### config.mk
export PLATFORM = sky130hd
export DESIGN_NAME = uart_reg_master
export DESIGN_NICKNAME = d
export VERILOG_FILES = /design/src/rtl/uart_reg_master.sv
export SDC_FILE = /design/constraint.sdc
export NUM_CORES = 1
export LEC_CHECK = 0
export BUFFER_PORTS_ARGS = -buffer_cell sky130_fd_sc_hd__buf_2
export CORE_MARGIN = 2
export CORE_UTILIZATION = 35
export DETAILED_ROUTE_END_ITERATION = 7
export GPL_TIMING_DRIVEN = 0
export PLACE_DENSITY = 0.66
export SYNTH_ARGS = -nofsm -noshare
export SYNTH_HDL_FRONTEND = slang
export SYNTH_SLANG_ARGS = --single-unit
### constraint.sdc
create_clock -name sys_clk -period 4.4 [get_ports sys_clk]
set_clock_uncertainty 0.15 [all_clocks]
set_input_delay 0.88 -clock sys_clk [delete_from_list [all_inputs] [get_ports sys_clk]]
set_output_delay 0.88 -clock sys_clk [all_outputs]
set_load 0.1 [all_outputs]
### src/rtl/uart_reg_master.sv
// uart_reg_master: host-side initiator of the UART register-access protocol (W/R command frames).
// Optional read-reply timeout enabled by defining UART_REG_MASTER_TIMEOUT_EN.
module uart_reg_master #(
  parameter int unsigned TIMEOUT_CYCLES = 1_000_000
) (
  input  logic       sys_clk,
  input  logic       sys_rst,
  input  logic       req_valid_i,
  output logic       req_ready_o,
  input  logic       req_write_i,
  input  logic [7:0] req_addr_i,
  input  logic [7:0] req_wdata_i,
  output logic       rsp_valid_o,
  output logic [7:0] rsp_rdata_o,
  output logic       rsp_timeout_o,
  output logic       busy_o,
  output logic [7:0] tx_data_o,
  output logic       tx_wr_o,
  input  logic       tx_done_i,
  input  logic [7:0] rx_data_i,
  input  logic       rx_done_i
);

  localparam logic [7:0] CMD_WRITE = 8'h57;
  localparam logic [7:0] CMD_READ  = 8'h52;

  typedef enum logic [3:0] {
    S_IDLE,
    S_SEND_CMD,
    S_WAIT_CMD,
    S_SEND_ADDR,
    S_WAIT_ADDR,
    S_SEND_DATA,
    S_WAIT_DATA,
    S_WAIT_RSP,
    S_DONE
  } state_t;

  state_t     r_state;
  logic       r_write;
  logic [7:0] r_addr;
  logic [7:0] r_wdata;
  logic [7:0] r_rx_byte;
  logic       r_rx_got;
  logic       r_ready;
  logic       r_tx_wr;
  logic [7:0] r_tx_data;
  logic       r_rsp_valid;
  logic [7:0] r_rsp_rdata;
  logic       r_rsp_timeout;

  if (TIMEOUT_CYCLES < 2) begin : g_param_check
    $error("uart_reg_master: TIMEOUT_CYCLES must be >= 2");
  end

`ifdef UART_REG_MASTER_TIMEOUT_EN
  localparam int unsigned CNT_W = $clog2(TIMEOUT_CYCLES + 1);
  logic [CNT_W-1:0] r_cnt;
`endif

  always_ff @(posedge sys_clk or posedge sys_rst) begin
    if (sys_rst) begin
      r_state       <= S_IDLE;
      r_write       <= 1'b0;
      r_addr        <= '0;
      r_wdata       <= '0;
      r_rx_byte     <= '0;
      r_rx_got      <= 1'b0;
      r_ready       <= 1'b1;
      r_tx_wr       <= 1'b0;
      r_tx_data     <= '0;
      r_rsp_valid   <= 1'b0;
      r_rsp_rdata   <= '0;
      r_rsp_timeout <= 1'b0;
`ifdef UART_REG_MASTER_TIMEOUT_EN
      r_cnt         <= '0;
`endif
    end else begin
      r_tx_wr     <= 1'b0;
      r_rsp_valid <= 1'b0;
      case (r_state)
        S_IDLE: begin
          if (req_valid_i) begin
            r_write   <= req_write_i;
            r_addr    <= req_addr_i;
            r_wdata   <= req_wdata_i;
            r_rx_got  <= 1'b0;
            r_ready   <= 1'b0;
            r_tx_data <= req_write_i ? CMD_WRITE : CMD_READ;
            r_tx_wr   <= 1'b1;
            r_state   <= S_SEND_CMD;
          end
        end
        S_SEND_CMD:  r_state <= S_WAIT_CMD;
        S_WAIT_CMD: begin
          if (tx_done_i) begin
            r_tx_data <= r_addr;
            r_tx_wr   <= 1'b1;
            r_state   <= S_SEND_ADDR;
          end
        end
        S_SEND_ADDR: r_state <= S_WAIT_ADDR;
        S_WAIT_ADDR: begin
          // A fast reply can arrive while the address byte is still draining; keep only the first.
          if (!r_write && rx_done_i && !r_rx_got) begin
            r_rx_byte <= rx_data_i;
            r_rx_got  <= 1'b1;
          end
          if (tx_done_i) begin
            if (r_write) begin
              r_tx_data <= r_wdata;
              r_tx_wr   <= 1'b1;
              r_state   <= S_SEND_DATA;
            end else if (r_rx_got || rx_done_i) begin
              r_rsp_valid   <= 1'b1;
              r_rsp_rdata   <= r_rx_got ? r_rx_byte : rx_data_i;
              r_rsp_timeout <= 1'b0;
              r_state       <= S_DONE;
            end else begin
`ifdef UART_REG_MASTER_TIMEOUT_EN
              r_cnt   <= '0;
`endif
              r_state <= S_WAIT_RSP;
            end
          end
        end
        S_SEND_DATA: r_state <= S_WAIT_DATA;
        S_WAIT_DATA: begin
          if (tx_done_i) begin
            r_rsp_valid   <= 1'b1;
            r_rsp_rdata   <= '0;
            r_rsp_timeout <= 1'b0;
            r_state       <= S_DONE;
          end
        end
        S_WAIT_RSP: begin
          if (rx_done_i) begin
            r_rsp_valid   <= 1'b1;
            r_rsp_rdata   <= rx_data_i;
            r_rsp_timeout <= 1'b0;
            r_state       <= S_DONE;
          end
`ifdef UART_REG_MASTER_TIMEOUT_EN
          else if (r_cnt == CNT_W'(TIMEOUT_CYCLES - 1)) begin
            r_rsp_valid   <= 1'b1;
            r_rsp_rdata   <= '0;
            r_rsp_timeout <= 1'b1;
            r_state       <= S_DONE;
          end else begin
            r_cnt <= r_cnt + 1'b1;
          end
`endif
        end
        S_DONE: begin
          r_ready <= 1'b1;
          r_state <= S_IDLE;
        end
        default: begin
          r_ready <= 1'b1;
          r_state <= S_IDLE;
        end
      endcase
    end
  end

  assign req_ready_o   = r_ready;
  assign busy_o        = ~r_ready;
  assign tx_wr_o       = r_tx_wr;
  assign tx_data_o     = r_tx_data;
  assign rsp_valid_o   = r_rsp_valid;
  assign rsp_rdata_o   = r_rsp_rdata;
  assign rsp_timeout_o = r_rsp_timeout;

endmodule
# Word-level counts from Yosys, hierarchy flattened
# Cells that the tools add are included.
dict set report word_totals {
  input_bits 30
  reg_bits 50
  wordCells 88
  out_inout_bits 21
}
dict set report classes {
  n_bitwise 2
  eq_ne 16
  n_reduce_logical 17
  muxes 41
}
# operator count
set ops {}
lappend ops {{$mux 8} 10}
lappend ops {{$pmux 8 s3} 2}
lappend ops {{$pmux 4 s8} 1}
lappend ops {{$mux 4} 7}
lappend ops {{$ne 2x2->1 const B} 9}
lappend ops {{$eq 4x3->1 const B} 4}
lappend ops {{$mux 1} 15}
lappend ops {{$reduce_and 5->1} 2}
lappend ops {{$pmux 1 s3} 3}
lappend ops {{$eq 4x2->1 const B} 2}
lappend ops {{$reduce_or 7->1} 1}
lappend ops {{$reduce_and 2->1} 3}
lappend ops {{$reduce_and 6->1} 1}
lappend ops {{$reduce_bool 3->1} 2}
lappend ops {{$eq 4x1->1 const B} 1}
lappend ops {{$logic_not 4->1} 1}
lappend ops {{$pmux 1 s2} 2}
lappend ops {{$mux 3} 1}
lappend ops {{$reduce_and 3->1} 1}
lappend ops {{$logic_and 1x1->1} 2}
lappend ops {{$logic_not 1->1} 2}
lappend ops {{$not 1->1} 2}
lappend ops {{$reduce_bool 2->1} 1}
lappend ops {{$logic_or 1x1->1} 1}

# Longest topological paths before layout
# Gate-level depths: netlist of run 1.
dict set report logic_depth {
  ltp_word 5
  ltp_mapped 6
}

# Worst setup path before layout of run 1
# OpenSTA, ideal clock, no wires.
dict set report synth_timing {
  path_kind {reg-to-output}
  start {register r_ready, in the netlist req_ready_o}
  end {output busy_o}
  path_slack_ns 1.990
  required_ns 3.370
  path_stages_with_launch 2
  n_path_buf 0
  t_arrival_ns 1.380
  path_cell_list {dfstp_2 > inv_1}
}
dict set report synth_between {
  elab_chain_len 1
}
# element line_no
set synth_rtl {}
lappend synth_rtl {{start: declaration} 45} ;# logic r_ready;
lappend synth_rtl {{start signal: assignment} 69} ;# r_ready <= 1'b1;
lappend synth_rtl {{start signal: assignment} 88} ;# r_ready <= 1'b0;
lappend synth_rtl {{start signal: assignment} 155} ;# r_ready <= 1'b1;
lappend synth_rtl {{$not 1->1} 167} ;# assign busy_o = ~r_ready;
lappend synth_rtl {{end: declaration} 16} ;# output logic busy_o,
# Every way passes these cells.

# Worst setup path after layout of run 1
dict set report layout_timing {
  start {register r_ready, in the netlist req_ready_o}
  end {output req_ready_o}
}
# element line_no
set layout_lines {}
lappend layout_lines {{end: declaration} 9} ;# output logic req_ready_o,
# No word-level cell between the ends.

==> out/qor.txt, run 1 <==
post-synthesis cell type count - 43
io pins - 51
sequential area share after synthesis - 53.1%
CP top delay family - flip-flops
warning count from the yosys run - 0
worst path cell trace - buf_2
Setup TNS - 0 ns
syn avg cell area - 12.5 um2
drt first pass iters - 4
via count of the first global-routing pass - 1,638
area of the mapped netlist - 0.00231 mm2
total gr overflow - 0
Max-slew headroom - 62.0%
Final Cell Area - 0.00279 mm2
post-CTS sizing - 0
Critical Path Max Stage Delay - 0.55 ns
via count - 1,615
antenna violations before repair - 0
Post-DP Area - 0.00267 mm2
die area - 0.00727 mm2
Hold-fix buffers, CTS - 0
final slew viol count - 0
Core Region - 0.00635 mm2
most frequent cells in the layout - 52 x buf_2, 48 x dfrtp_1, 28 x mux2_2
row count - 29
Worst setup EP type - primary output
drt wl/cell - 14.2 um
Startpoint Class - flop
Worst path slowest cell - dfstp_2
CP Class - flop to primary output
CTS tree - done
min cycle time layout - 2.30 ns
Syn Inst Count - 185
HP Class - flop to flop
RSZ-0062 raised after global routing - false
worst-margin pin slew - 0.568 ns
Initial DRC Count - 139
DRC - 0
most common cell after layout, fill and taps aside - buf_2
Max-cap violations - 0
outcome - finished, final reports clean
Starting Density - 36.4%
Mapped Nets - 215
final HPWL from detailed placement - 3310 um
pin count of the biggest net entering global routing - 35
crit-path max FO - 3
CTS Root Cell - clkbuf_8
Die H - 85.3 um
Routed Wire Length - 4560 um
diode count - 0
Worst-path clk slew - 0.09 ns
clock buffer depth - 2
fmax - 435 MHz
TritonCTS Buffers - 5
vias per cell - 5.05
first-pass GRT wire length - 7710 um
CP Buf/Inv Count - 1
flip-flop and latch count after synthesis - 49
Antenna Nets Post-Route - 0
period utilization - 52.2%
Fill cells - 590
total track usage - 13.3%
Clk Latency, worst-skew pair - 0.30 ns
Final Hold Fails - 0
CTS sink count - 49
# setup viols final - 0
Buffers on Ports - 49
area grow syn2layout - 20.7%
Setup Fix Bufs, Post-CTS - 0
GP Congestion - 0.852
fin nets - 272
H-tree depth - 2
chip width - 85.3 um
share of post-route cells with drive strength above 1 - 45.3%
critical path required time - 3.37 ns
Critical Path AT - 1.27 ns
==> cell families (layout without fill, tap and decap cells) <==
logic type / Yosys count / count (layout) / synth area share (%)
XOR/XNOR: 1 / 1 / 0.379
multiplexers: 37 / 37 / 19.0
buffers and inverters: 18 / 76 / 4.44
other: 1 / 1 / 0.162
AND/OR/NAND/NOR: 38 / 38 / 9.42
AO/OA/AOI/OAI: 41 / 41 / 13.5
flip-flops: 49 / 49 / 53.1
==> flip-flops by register name, summed over array words and instances (netlist names) <==
signal and count:
r_addr 8, r_rx_byte 8, r_rx_got 1, r_state 4, r_wdata 8, r_write 1
req_ready_o 1, rsp_rdata_o 8, rsp_valid_o 1, tx_data_o 8, tx_wr_o 1
==> metal layers <==
metal	share of wire, %	vias up	GRT usage [%]
li1	-	783	-
met1	45	791	16.5
met2	50	35	22.7
met3	3.6	6	3.02
met4	1.6	0	4.76
met5	0	-	0
==> per-stage QoR <==
stage / hold WS [ns] / setup WS, ns / cells / utilization (%)
2_1_floorplan: 0.330 / 1.99 / 185 / -
3_3_place_gp: 0.338 / 1.54 / 311 / 41.8
3_5_place_dp: 0.343 / 2.12 / 312 / 42.1
4_1_cts: 0.364 / 2.08 / 320 / 43.9
5_1_grt: 0.374 / 2.05 / 320 / 43.9
6_report: 0.359 / 2.10 / 320 / 43.9
==> cells in the mapped netlist, drive strengths merged <==
| library cell | instances | area, um2 |
|---|---|---|
| nor3 | 1 | 5.00 |
| o31ai | 1 | 7.51 |
| nor2 | 14 | 52.6 |
| o21bai | 2 | 15.0 |
| conb | 1 | 3.75 |
| dfstp | 1 | 26.3 |
| nand2b | 4 | 25.0 |
| a21boi | 2 | 15.0 |
| a221oi | 2 | 35.0 |
| o221ai | 2 | 17.5 |
| or4 | 1 | 11.3 |
| a2bb2oi | 1 | 8.76 |
| a21o | 1 | 7.51 |
| buf | 8 | 63.8 |
| dfrtp | 48 | 1200 |
| mux2i | 3 | 33.8 |
| mux2 | 34 | 405 |
| o22ai | 4 | 25.0 |
| nand3 | 4 | 30.0 |
| o32a | 1 | 10.0 |
| and2 | 1 | 6.26 |
| nor4b | 1 | 23.8 |
| or3 | 1 | 6.26 |
| inv | 8 | 30.0 |
| clkbuf | 2 | 8.75 |
| or2 | 1 | 6.26 |
| nor4 | 2 | 12.5 |
| o21ai | 3 | 15.0 |
| nand3b | 1 | 7.51 |
| nor2b | 2 | 12.5 |
| a21oi | 9 | 45.0 |
| nand2 | 5 | 18.8 |
| a22oi | 9 | 67.6 |
| o32ai | 1 | 16.3 |
| xnor2 | 1 | 8.76 |
| a22o | 3 | 26.3 |
==> final timing paths <==
path	slack [ns]	to	startpoint	depth (start not counted)
worst max-delay path	2.10	req_ready_o	req_ready_o	1
worst min-delay path	0.36	r_addr[7]	r_addr[7]	1
worst max register to register	2.23	tx_data_o[4]	r_state[3]	6
worst min register to register	0.36	r_addr[7]	r_addr[7]	1
max in group asynchronous	3.15	req_ready_o	sys_rst	3
min in group asynchronous	0.40	r_wdata[7]	sys_rst	2
==> final cells by class <==
cell class	count	area (um2)	share of cell area, %
plain buffers	10	72.6	2.60
clock buffers	7	86.3	3.10
clock inverters	1	30.0	1.08
inverters	8	30.0	1.08
multi-input cells	118	981	35.2
flip-flops and latches	49	1230	44.0
well taps	77	96.3	3.45
repair buffers	50	265	9.51
Power of run 1 is not shown: default switching activity piles up to over one toggle a cycle in this logic, so the estimate is an artifact.
==> run 2, diff against run 1 <==
--- a/config.mk
+++ b/config.mk
@@ -10,7 +10,7 @@
 export CORE_UTILIZATION = 35
 export DETAILED_ROUTE_END_ITERATION = 7
 export GPL_TIMING_DRIVEN = 0
-export PLACE_DENSITY = 0.66
+export PLACE_DENSITY = 0.68
 export SYNTH_ARGS = -nofsm -noshare
 export SYNTH_HDL_FRONTEND = slang
 export SYNTH_SLANG_ARGS = --single-unit
==> constraint.sdc (replaced) <==
create_clock -name sys_clk -period 1.9 [get_ports sys_clk]
set_clock_uncertainty 0.15 [all_clocks]
set_input_delay 0.38 -clock sys_clk [delete_from_list [all_inputs] [get_ports sys_clk]]
set_output_delay 0.38 -clock sys_clk [all_outputs]
set_load 0.1 [all_outputs]
==> out/qor.txt, run 2 (synthesis gave the netlist of run 1 again) <==
hold path depth - 2 (+1)
period utilization - 106%
TritonCTS Buffers - 5 (unchanged)
diode count - 0 (unchanged)
CTS Root Cell - clkbuf_8
# setup viols final - 14 (+14)
Antenna Nets Post-Route - 0 (unchanged)
Final Hold Fails - 0 (unchanged)
clock buffer depth - 2 (unchanged)
most frequent cells in the layout - 49 x buf_2, 46 x dfrtp_1, 27 x mux2_2
fin nets - 285 (+4.8%)
fmax - 496 MHz
min cycle time layout - 2.02 ns
final slew viol count - 0 (unchanged)
Worst-path clk slew - 0.09 ns (about the same)
chip width - 85.3 um (unchanged)
total track usage - 14.5% (+1.2 points)
most common cell after layout, fill and taps aside - buf_2
RSZ-0062 raised after global routing - true
CTS tree - done
Critical R2R Capture - r_state[0]
H-tree depth - 2 (unchanged)
antenna violations before repair - 0 (unchanged)
via count - 1,693 (+4.8%)
CP Launch Point - r_state[3]
HP Class - primary input to flop
via count of the first global-routing pass - 1,754 (+7.1%)
Worst Hold End - r_wdata[0]
area grow syn2layout - 31.6%
die area - 0.00727 mm2 (unchanged)
Critical Path Max Stage Delay - 0.52 ns (-0.03 ns)
Core Region - 0.00635 mm2 (unchanged)
row count - 29 (unchanged)
Post-DP Area - 0.00268 mm2 (+0.42%)
drt wl/cell - 15.0 um (+5.0%)
io pins - 51 (unchanged)
outcome - finished with violations
drt first pass iters - 4 (unchanged)
Clk Latency, worst-skew pair - 0.30 ns (about the same)
crit-path max FO - 2 (-1)
share of post-route cells with drive strength above 1 - 55.9% (+11 points)
vias per cell - 5.08 (+0.74%)
Die H - 85.3 um (unchanged)
Worst setup EP type - flop
critical hold path startpoint - req_wdata_i[0]
critical path required time - 1.93 ns (-1.44 ns)
Buffers on Ports - 49 (unchanged)
Max-cap violations - 0 (unchanged)
Starting Density - 36.4% (unchanged)
Fill cells - 554 (-6.1%)
CTS sink count - 49 (unchanged)
pin count of the biggest net entering global routing - 40 (+14%)
RR Startpoint - r_state[3]
setup ws final - -0.116 ns (-2.22 ns)
DRC - 0 (unchanged)
Final Cell Area - 0.00304 mm2 (+9.1%)
violated checks - setup timing
Initial DRC Count - 98 (-29%)
worst path cell trace - buf_6, or4_4, o32ai_4, buf_4, o21bai_4, mux2_4
total gr overflow - 0 (unchanged)
Critical Path AT - 2.05 ns (+0.78 ns)
r2r setup slk - -0.12 ns (-2.35 ns)
Startpoint Class - flop
first-pass GRT wire length - 8360 um (+8.5%)
final HPWL from detailed placement - 3340 um (+0.83%)
Worst path slowest cell - or4_4
CP Class - flop to flop
Worst Reg-to-Reg Cells - 6 (unchanged)
GP Congestion - 0.912 (+7.0%)
Routed Wire Length - 4980 um (+9.3%)
## run 2: changes by cell type in the layout (fill, tap and decap cells not counted), moves of 3 or more
cell / before / now
a22oi_1: 9 / 2
buf_2: 52 / 49
a22oi_2: 0 / 7
buf_6: 3 / 6
nor2_1: 14 / 11
buf_4: 2 / 14
## run 2: repair_timing
action / 4_1_cts / 5_1_grt
hold endpoints to repair: 10 / 0
pin swaps: 4 / 11
gates resized for setup: 10 / 24
hold buffers: 1 / 0
endpoints found under the setup margin: 36 / 38
buffers inserted: 9 / 5
## run 2: how the worst max path moves through the flow
stage                         to  cells past startpoint
floorplan           tx_data_o[1]                      6
global placement         tx_wr_o                      2
detailed placement  r_rx_byte[1]                      4
CTS                 tx_data_o[1]                      6
global route        tx_data_o[6]                      5
finish                r_state[0]                      6
## run 2: cell type report
type | instances | area (um2) | share of cell area [%]
inverter | 8 | 33.8 | 1.11
sequential | 49 | 1230 | 40.6
clock inverter | 1 | 5.00 | 0.165
clock buffer | 7 | 96.3 | 3.17
multi-input combinational | 118 | 1100 | 36.3
buffer | 8 | 62.6 | 2.06
tap | 77 | 96.3 | 3.17
timing repair buffer | 65 | 410 | 13.5
## run 2: metal layers
layer | share of wire, % | wire, um | track usage [%]
met1 | 43 | 2130 | 18.6
met2 | 51 | 2530 | 24.5
met3 | 4.7 | 233 | 2.63
met4 | 1.7 | 84 | 5.19
met5 | 0 | 0 | 0
## run 2: per-stage QoR
stage / hold slack [ns] / cells / setup TNS, ns / setup slack [ns] / util, %
finish: 0.155 / 333 / -0.996 / -0.116 / 47.9
global route: 0.148 / 333 / -2.43 / -0.180 / 47.9
CTS: 0.148 / 330 / -1.27 / -0.155 / 45.9
detailed placement: 0.173 / 312 / -5.47 / -0.253 / 42.3
global placement: 0.337 / 311 / -26.70 / -0.455 / 42.0
floorplan: 0.330 / 185 / -0.392 / -0.0653 / -
## run 2: worst max-delay path, delay by kind of cell, from the launching register on
| family | cells | cell delay, ns |
|---|---|---|
| buffers and inverters | 2 | 0.28 |
| DFF | 1 | 0.40 |
| muxes | 1 | 0.31 |
| and+or+nand+nor | 1 | 0.52 |
| AOI/OAI and AO/OA | 2 | 0.24 |
Power of run 2 is left out for the same reason.
